File: src/rtl/lu_pkg.sv
// Shared definitions for the logic-unit issue path.
//   LU_OP_W      : opcode width
//   LU_AND..NEG  : logic-class opcode values (a contiguous block, 01010..10001)
//   lu_is_legal  : true when an opcode belongs to the logic-op set
package lu_pkg;

    localparam int LU_OP_W = 5;

    localparam logic [LU_OP_W-1:0] LU_AND  = 5'b01010;
    localparam logic [LU_OP_W-1:0] LU_OR   = 5'b01011;
    localparam logic [LU_OP_W-1:0] LU_XOR  = 5'b01100;
    localparam logic [LU_OP_W-1:0] LU_NAND = 5'b01101;
    localparam logic [LU_OP_W-1:0] LU_NOR  = 5'b01110;
    localparam logic [LU_OP_W-1:0] LU_XNOR = 5'b01111;
    localparam logic [LU_OP_W-1:0] LU_NOT  = 5'b10000;
    localparam logic [LU_OP_W-1:0] LU_NEG  = 5'b10001;

    // The legal opcodes form one contiguous range, so a range check suffices.
    function automatic logic lu_is_legal(input logic [LU_OP_W-1:0] op);
        return (op >= LU_AND) && (op <= LU_NEG);
    endfunction

endpackage

File: src/rtl/lu_fifo.sv
// In-order FIFO with occupancy count and synchronous active-high reset.
//   clk, rst       : clock, synchronous reset
//   push, wdata    : write an entry (caller guarantees !full)
//   pop            : retire the head entry (caller guarantees !empty)
//   rdata          : head entry, combinational read so the head can be evaluated in the same cycle
//   count          : occupancy, 0..DEPTH
//   full, empty    : occupancy flags
module lu_fifo #(
    parameter int W     = 8,
    parameter int DEPTH = 4,
    localparam int AW   = $clog2(DEPTH),
    localparam int CW   = AW + 1
) (
    input  logic          clk,
    input  logic          rst,
    input  logic          push,
    input  logic          pop,
    input  logic [W-1:0]  wdata,
    output logic [W-1:0]  rdata,
    output logic [CW-1:0] count,
    output logic          full,
    output logic          empty
);

    logic [W-1:0]  mem [DEPTH];
    logic [AW-1:0] wptr_reg;
    logic [AW-1:0] rptr_reg;
    logic [CW-1:0] count_reg;

    // Storage carries no reset: contents are don't-care until written.
    always_ff @(posedge clk) begin
        if (push) begin
            mem[wptr_reg] <= wdata;
        end
    end

    // DEPTH is a power of two, so pointer increments wrap naturally.
    always_ff @(posedge clk) begin
        if (rst) begin
            wptr_reg  <= '0;
            rptr_reg  <= '0;
            count_reg <= '0;
        end else begin
            if (push) begin
                wptr_reg <= wptr_reg + AW'(1);
            end
            if (pop) begin
                rptr_reg <= rptr_reg + AW'(1);
            end
            if (push && !pop) begin
                count_reg <= count_reg + CW'(1);
            end else if (pop && !push) begin
                count_reg <= count_reg - CW'(1);
            end
        end
    end

    assign rdata = mem[rptr_reg];
    assign count = count_reg;
    assign full  = (count_reg == CW'(DEPTH));
    assign empty = (count_reg == '0);

endmodule

File: src/rtl/lu_issue_queue.sv
// Buffered issue stage in front of the logic unit.
// Queues up to DEPTH logic ops in order, evaluates the head combinationally and
// captures {result, tag, illegal flag} in an output register drained over valid/ready.
//   clk, rst                          : clock, synchronous active-high reset
//   in_valid/in_ready                 : dispatch handshake; in_ready depends only on rst and count
//   in_op, in_a, in_b, in_rd          : opcode, operands, destination tag
//   out_valid/out_ready               : writeback handshake
//   out_c, out_rd, out_illegal        : registered result, tag, illegal-opcode flag
//   count                             : queue occupancy (excludes the output register)
module lu_issue_queue
    import lu_pkg::*;
#(
    parameter int N     = 32,
    parameter int DEPTH = 4,
    parameter int RW    = 5
) (
    input  logic                     clk,
    input  logic                     rst,
    input  logic                     in_valid,
    output logic                     in_ready,
    input  logic [LU_OP_W-1:0]       in_op,
    input  logic [N-1:0]             in_a,
    input  logic [N-1:0]             in_b,
    input  logic [RW-1:0]            in_rd,
    output logic                     out_valid,
    input  logic                     out_ready,
    output logic [N-1:0]             out_c,
    output logic [RW-1:0]            out_rd,
    output logic                     out_illegal,
    output logic [$clog2(DEPTH):0]   count
);

    localparam int ENTRY_W = LU_OP_W + 2*N + RW;

    logic               full;
    logic               empty;
    logic               push;
    logic               issue;
    logic [ENTRY_W-1:0] head;

    logic [LU_OP_W-1:0] head_op;
    logic [N-1:0]       head_a;
    logic [N-1:0]       head_b;
    logic [RW-1:0]      head_rd;
    logic [N-1:0]       logic_res;
    logic               head_legal;

    logic               out_valid_reg;
    logic [N-1:0]       out_c_reg;
    logic [RW-1:0]      out_rd_reg;
    logic               out_illegal_reg;

    // A same-cycle issue never opens a push slot when full: in_ready looks at count only.
    assign in_ready = !rst && !full;
    assign push     = in_valid && in_ready;
    assign issue    = !empty && (!out_valid_reg || out_ready);

    lu_fifo #(
        .W     (ENTRY_W),
        .DEPTH (DEPTH)
    ) u_fifo (
        .clk   (clk),
        .rst   (rst),
        .push  (push),
        .pop   (issue),
        .wdata ({in_op, in_a, in_b, in_rd}),
        .rdata (head),
        .count (count),
        .full  (full),
        .empty (empty)
    );

    assign {head_op, head_a, head_b, head_rd} = head;

    // Head evaluation; illegal opcodes fall to the zero default so no unknown
    // value can be captured into out_c.
    always_comb begin
        logic_res = '0;
        case (head_op)
            LU_AND:  logic_res = head_a & head_b;
            LU_OR:   logic_res = head_a | head_b;
            LU_XOR:  logic_res = head_a ^ head_b;
            LU_NAND: logic_res = ~(head_a & head_b);
            LU_NOR:  logic_res = ~(head_a | head_b);
            LU_XNOR: logic_res = ~(head_a ^ head_b);
            LU_NOT:  logic_res = ~head_a;
            LU_NEG:  logic_res = N'(0) - head_a;
            default: logic_res = '0;
        endcase
    end

    assign head_legal = lu_is_legal(head_op);

    // Output register: load on issue, clear valid on drain-only, otherwise hold.
    always_ff @(posedge clk) begin
        if (rst) begin
            out_valid_reg   <= 1'b0;
            out_c_reg       <= '0;
            out_rd_reg      <= '0;
            out_illegal_reg <= 1'b0;
        end else if (issue) begin
            out_valid_reg   <= 1'b1;
            out_c_reg       <= head_legal ? logic_res : '0;
            out_rd_reg      <= head_rd;
            out_illegal_reg <= !head_legal;
        end else if (out_valid_reg && out_ready) begin
            out_valid_reg   <= 1'b0;
        end
    end

    assign out_valid   = out_valid_reg;
    assign out_c       = out_c_reg;
    assign out_rd      = out_rd_reg;
    assign out_illegal = out_illegal_reg;

endmodule

File: config.mk
export PLATFORM = sky130hd
export DESIGN_NAME = lu_issue_queue
export DESIGN_NICKNAME = d
export VERILOG_FILES = /design/src/rtl/lu_pkg.sv /design/src/rtl/lu_fifo.sv /design/src/rtl/lu_issue_queue.sv
export SDC_FILE = /design/constraint.sdc
export NUM_CORES = 1
export LEC_CHECK = 0
export ABC_AREA = 0
export CAP_MARGIN = 20
export CORE_ASPECT_RATIO = 2
export CORE_UTILIZATION = 63
export DETAILED_ROUTE_END_ITERATION = 12
export HOLD_SLACK_MARGIN = 0.03
export PLACE_DENSITY_LB_ADDON = 0.2
export SLEW_MARGIN = 0
export SYNTH_ARGS = -nofsm -noshare
export SYNTH_HDL_FRONTEND = slang
export SYNTH_SLANG_ARGS = --single-unit
File: constraint.sdc
create_clock -name clk -period 6.73 [get_ports clk]
set_input_delay 1.346 -clock clk [delete_from_list [all_inputs] [get_ports clk]]
set_output_delay 1.346 -clock clk [all_outputs]
set_load 0.01 [all_outputs]
# Yosys cells after proc, flatten, opt, wreduce, memory -nomap -nowiden

Memory sizes are Yosys's and may differ from the RTL's. A register that Yosys moved wholly into a read port is not among the register bits.
Cells that the tools add are included.
Widths: inputs -> output; s select.

Equal/unequal tests: 9
Reduce and logical (&&, ||, !) cells: 18
Order comparisons: 2
Div/mod/pow operators: 0
Mux-type cells: 10
Bitwise gates (word level): 7
$add $sub $neg: 5
Shift-type cells: 0
$mul: 0

Operators with widths:

| kind                  | number |
|---|---|
| $pmux 32 s8           | 1 |
| $not 32->32           | 4 |
| $and 32x32->32        | 1 |
| $mux 32               | 1 |
| $or 32x32->32         | 1 |
| $sub 1x32->32 const A | 1 |
| $xor 32x32->32        | 1 |
| $eq 5x4->1 const B    | 6 |
| $eq 5x5->1 const B    | 2 |
| $logic_and 1x1->1     | 7 |
| $logic_not 1->1       | 7 |
| $mux 3                | 2 |
| $ge 5x4->1 const B    | 1 |
| $le 5x5->1 const B    | 1 |
| $add 2x1->2 const B   | 2 |
| $mux 1                | 4 |
| $mux 2                | 2 |
| $reduce_bool 2->1     | 2 |
| $add 3x1->3 const B   | 1 |
| $eq 3x3->1 const B    | 1 |
| $logic_not 3->1       | 1 |
| $sub 3x1->3 const B   | 1 |
| $logic_or 1x1->1      | 1 |

Bits in latches: 0
Bits in writable memories: 296
Bits of input ports: 78
Word-level logic and storage cells: 59
Bits in read-only memories: 0
Memories kept: 1
Flip-flop bits (word level): 46

Memories:

| name       | words | width | rd ports | clocked after memory_dff | write ports | RTL line      | text |
|---|---|---|---|---|---|---|---|
| u_fifo.mem | 4     | 74    | 1        | 1                        | 1           | lu_fifo.sv:25 | `logic [W-1:0] mem [DEPTH];` |

# Logic depth before layout (Yosys ltp)

Depth in word-level cells: 8
Mapped depth: 16

# Hierarchy

A second synthesis with hierarchy kept.

Cells, all modules: 1128
Area, all modules: 16203.0 um^2

By module, submodules not included:

| module         | cells an instance | seq. area each (um^2) | area an instance (um^2) | instances |
|---|---|---|---|---|
| lu_fifo        | 430               | 9068.7                | 11109.4                 | 1 |
| lu_issue_queue | 698               | 780.7                 | 5093.6                  | 1 |

# Least setup slack after synthesis

No wires, ideal clock.

Path type: input to register
From: in rst
To: mem u_fifo.mem[0][0] (netlist bit) (enable)
Stages: 3
Required time: 6289 ps
Data arrival time: 3722 ps
Path buffers: 1
Setup slack: 2567 ps
Library setup time: 441 ps
Path through: clkbuf_1 > a21oi_1 > and3_1

Longest elaborated chain between the ends: 5

RTL lines:

| what                         | RTL line             | text |
|---|---|---|
| start: declaration           | lu_issue_queue.sv:18 | `input logic rst,` |
| $logic_not 1->1              | lu_issue_queue.sv:54 | `assign in_ready = !rst && !full;` |
| $logic_and 1x1->1            | lu_issue_queue.sv:54 |  |
| named net in_ready           | lu_issue_queue.sv:20 | `output logic in_ready,` |
| $logic_and 1x1->1            | lu_issue_queue.sv:55 | `assign push = in_valid && in_ready;` |
| $mux 1                       | lu_fifo.sv:32        | `if (push) begin` |
| $mux 1 (implied by the code) | lu_fifo.sv:33        | `mem[wptr_reg] <= wdata;` |
| end: declaration             | lu_fifo.sv:25        |  |

The timed path passes the listed nets, and every way through them passes these cells.

==> metrics.md <==
| Metric | Value |
|---|---|
| Synth Warn # | 0 |
| Die area | between 20,000 and 30,000 um^2 |
| Compound-cell area share of the yosys netlist | 0.103 |
| Placer Congestion | around 0.97 |
| Mapped Cells | 1,211 |
| CTS root buf | clkbuf_16 |
| Worst vdd ir | about 360 uV |
| Worst Setup Start Kind | flop |
| RSZ-0062 raised after global routing | false |
| Power Density | roughly 370 nW/um^2 |
| Max reg flops | 296 |
| WL final | between 40,000 and 50,000 um |
| Combinational share of power | 0.385 |
| GRT Total Usage | 0.325 |
| Vias/cell | roughly 6.7 |
| Cell internal pwr | between 4 and 5 mW |
| H-tree depth | 1 |
| Vias | ~11,000 |
| P_sw | 2.60 mW |
| Clock Latency Late Sink | about 580 ps |
| Buf/Inv on CP | 1 |
| Hold-fix buffers, CTS | 0 |
| Tcrit/Tclk final | 0.614 |
| Most area-consuming cells after synthesis | edfxtp_1 (53%), mux4_2 (10%), dfxtp_1 (5.8%) |
| Slew headroom | 0.240 |
| Pin count of the biggest net entering global routing | 67 |
| Core Rows | 83 |
| Finish-stage setup viols | 0 |
| Switching Fraction | 0.365 |
| Sequential Power Share | 0.365 |
| Starting Density | 0.646 |
| Global route overflow | 0 |
| Sequential-to-total area share from yosys stat | 0.592 |
| Pins Over Slew Limit | 0 |
| Port buffer count | 120 |
| Worst-path fanout max | 43 |
| CTS Buffer Depth | 3 |
| Initial antenna violation count | 0 |
| Leak | 6.39 nW |
| Mapped cell area | ~17,000 um^2 |
| Postcts setup bufs | 0 |
| Final #Nets | roughly 1,500 |
| Clk slew on worst S/H paths | 80 ps |
| Final Skew | 26.0 ps |
| Fin crit period | slightly above 4000 ps |
| Dpl hpwl | between 20,000 and 30,000 um |
| CP top delay family | simple AND/OR/NAND/NOR gates |
| Crit Path Category | reg2reg |
| TritonCTS Sinks | 344 |
| Reg2Reg Setup Slack | between 2000 and 3000 ps |
| Core area | about 26,000 um^2 |
| Die Span X | roughly 120 um |
| Main combinational cell family by area after synthesis | multiplexers |
| Synth cell types | 79 |
| Async set-reset flop share out of synthesis | 0 |
| # IOs | between 100 and 150 |
| Ant diodes | 0 |
| WL/cell | between 20 and 30 um |
| Status | completed |
| Hold Fails Final Rpt | 0 |
| Final non-filler cell area | roughly 19,000 um^2 |
| CP arrival | 4590 ps |
| Fillcell total | between 1,500 and 2,000 |
| Hold Slack | 464 ps |
| First-pass GRT wire length | 63,900 um |
| Share of cells above drive strength 1 | 0.127 |
| Worst Hold Class | reg2reg |
| Post-Synth Adder-Cell Area | 0.0539 |
| Leading area contributor after synthesis | edfxtp_1 |
| Ys flop type | edfxtp_1 |
| Largest stage delay, worst path | about 870 ps |
| Drt first pass iters | 5 |
| Post-synthesis mux area share | 0.117 |
| Routed Antenna Nets | 0 |
| FMAX | 0.242 GHz |
| CTS buffer count | 28 |
| Worst endpoint required time | a little over 7000 ps |
| Crit end category | flop |
| Placed cell areas | 18,100 um^2 |
| Max_cap viols | 0 |
| Worst-path cell chain | buf_4, mux4_2, or4_1, or4_4, nor3_2, xnor2_1, a31o_1 |
| Die Ht | 232 um |
| Syn avg cell area | around 14 um^2 |
| Setup TNS Final | 0 ps |
| Slowest-stage cell, CP | dfxtp_4 |
| CTS tree | done |
| EDFF count, synth | approximately 300 |
| Final Core Density | 0.742 |
| Synthesis-to-layout area growth | 14.9% |
| Post-Synth XOR/XNOR Area | 0.00948 |
| Top cell type's share of synthesized area | 0.534 |
| Post-Synth Simple-Gate Area | 0.0861 |
| Clock power frac | 0.250 |
| #FFs+latches synth | 344 |
| Syn nets | between 1,000 and 1,500 |
| Slew @ Worst Pin | 1140 ps |
| Vias in the first global route | between 10,000 and 15,000 |
| DR DRC count | 0 |
| Initial DRC count | approximately 1,000 |
| CTS resizes | 0 |
-- kinds of logic after synthesis --
kind of cell,count (synthesis)
simple gates,275
fa+ha+maj,71
xor+xnor,18
mux,102
compound gates,248
buf+inv,153
flops,344
-- metrics by stage --
stage / total power [mW] / worst slack, ps / std cells
after global placement: 5.27 / 2590 / 1616
after detailed placement: 5.33 / 2560 / 1616
after global routing: 7.45 / 2260 / 1668
final: 7.13 / 2600 / 1668
after floorplan: 4.52 / 2570 / 1211
after CTS: 7.10 / 2520 / 1668
-- cells in the mapped netlist, drive strengths merged, types with 5 or more instances --
| master | number |
|---|---|
| a21o | 8 |
| a21oi | 43 |
| nand2b | 8 |
| clkbuf | 41 |
| dfxtp | 48 |
| inv | 79 |
| a211o | 5 |
| o31a | 6 |
| o22ai | 5 |
| ha | 70 |
| nor4 | 15 |
| or4 | 7 |
| and2 | 5 |
| mux2i | 23 |
| nand4 | 12 |
| a221oi | 18 |
| o2111ai | 9 |
| or3 | 15 |
| xnor2 | 14 |
| o21ai | 56 |
| edfxtp | 296 |
| a31oi | 17 |
| o211ai | 13 |
| nor2b | 7 |
| nor2 | 68 |
| mux2 | 5 |
| a2111oi | 5 |
| nor3 | 11 |
| and3 | 10 |
| a211oi | 15 |
| o31ai | 6 |
| nor3b | 5 |
| nand3 | 28 |
| mux4 | 74 |
| buf | 32 |
| nand2 | 75 |
-- cell usage in the layout, fill, tap and decap left out, types with 6 or more instances in the layout --
| cell | netlist | routed |
|---|---|---|
| a211oi_1 | 15 | 15 |
| a21o_1 | 8 | 8 |
| a21oi_1 | 43 | 43 |
| a221oi_1 | 18 | 18 |
| a31oi_1 | 17 | 17 |
| and3_1 | 10 | 6 |
| buf_4 | 3 | 18 |
| clkbuf_16 | 0 | 29 |
| clkdlybuf4s50_1 | 0 | 119 |
| clkinvlp_4 | 0 | 6 |
| dfxtp_1 | 48 | 46 |
| edfxtp_1 | 296 | 296 |
| ha_1 | 70 | 70 |
| inv_1 | 79 | 79 |
| mux2i_1 | 23 | 23 |
| mux4_2 | 74 | 74 |
| nand2_1 | 75 | 75 |
| nand2b_1 | 8 | 8 |
| nand3_1 | 28 | 28 |
| nand4_1 | 12 | 12 |
| nor2_1 | 67 | 67 |
| nor2b_1 | 7 | 6 |
| nor3_1 | 8 | 8 |
| nor4_1 | 11 | 11 |
| o2111ai_1 | 9 | 9 |
| o211ai_1 | 13 | 13 |
| o21ai_0 | 56 | 56 |
| o31a_1 | 6 | 6 |
| o31ai_1 | 6 | 6 |
| or3_1 | 15 | 15 |
| or4_1 | 6 | 6 |
| xnor2_1 | 14 | 14 |
-- worst register-to-register path, delay by kind of cell, from the launching register on --
| family | cells | cell delay (ps) |
|---|---|---|
| and+or+nand+nor | 3 | 1360 |
| DFF | 1 | 870 |
| AOI/OAI and AO/OA | 1 | 210 |
| xor gates and xnor gates | 1 | 80 |
| muxes | 1 | 730 |
| buffers and inverters | 1 | 770 |
-- per-layer routing --
layer	vias to the layer above	part of all wire	wire (um)	track usage
li1	4911	-	-	-
met1	5494	0.35	14700	0.386
met2	589	0.51	21200	0.543
met3	165	0.069	2900	0.0425
met4	0	0.074	3100	0.218
met5	-	0	0	0
-- worst paths after layout --
path	from	endpoint	cells past startpoint
hold / removal	out_rd[2]	out_rd[2]	2
setup reg to reg	flop	out_c[31]	7
setup / recovery	flop	out_c[31]	7
hold reg to reg	out_rd[2]	out_rd[2]	2
-- layout make-up --
| class | instances | area (um^2) | area share |
|---|---|---|---|
| sequential | 344 | 9860 | 0.516 |
| multi-input combinational | 714 | 6180 | 0.323 |
| timing repair buffer | 138 | 1330 | 0.0697 |
| clock buffer | 32 | 747 | 0.0391 |
| tap | 340 | 425 | 0.0223 |
| inverter | 80 | 300 | 0.0157 |
| clock inverter | 20 | 269 | 0.0141 |
-- power by group through the flow --
stage | registers (mW) | clock network [mW] | logic (mW)
after floorplan | 2.57 | 0 | 1.95
final | 2.60 | 1.78 | 2.75
after detailed placement | 2.66 | 0 | 2.68
after global placement | 2.65 | 0 | 2.62
after global routing | 2.62 | 1.86 | 2.96
after CTS | 2.61 | 1.80 | 2.70
Note: power is estimated with default switching activity, not from simulation.
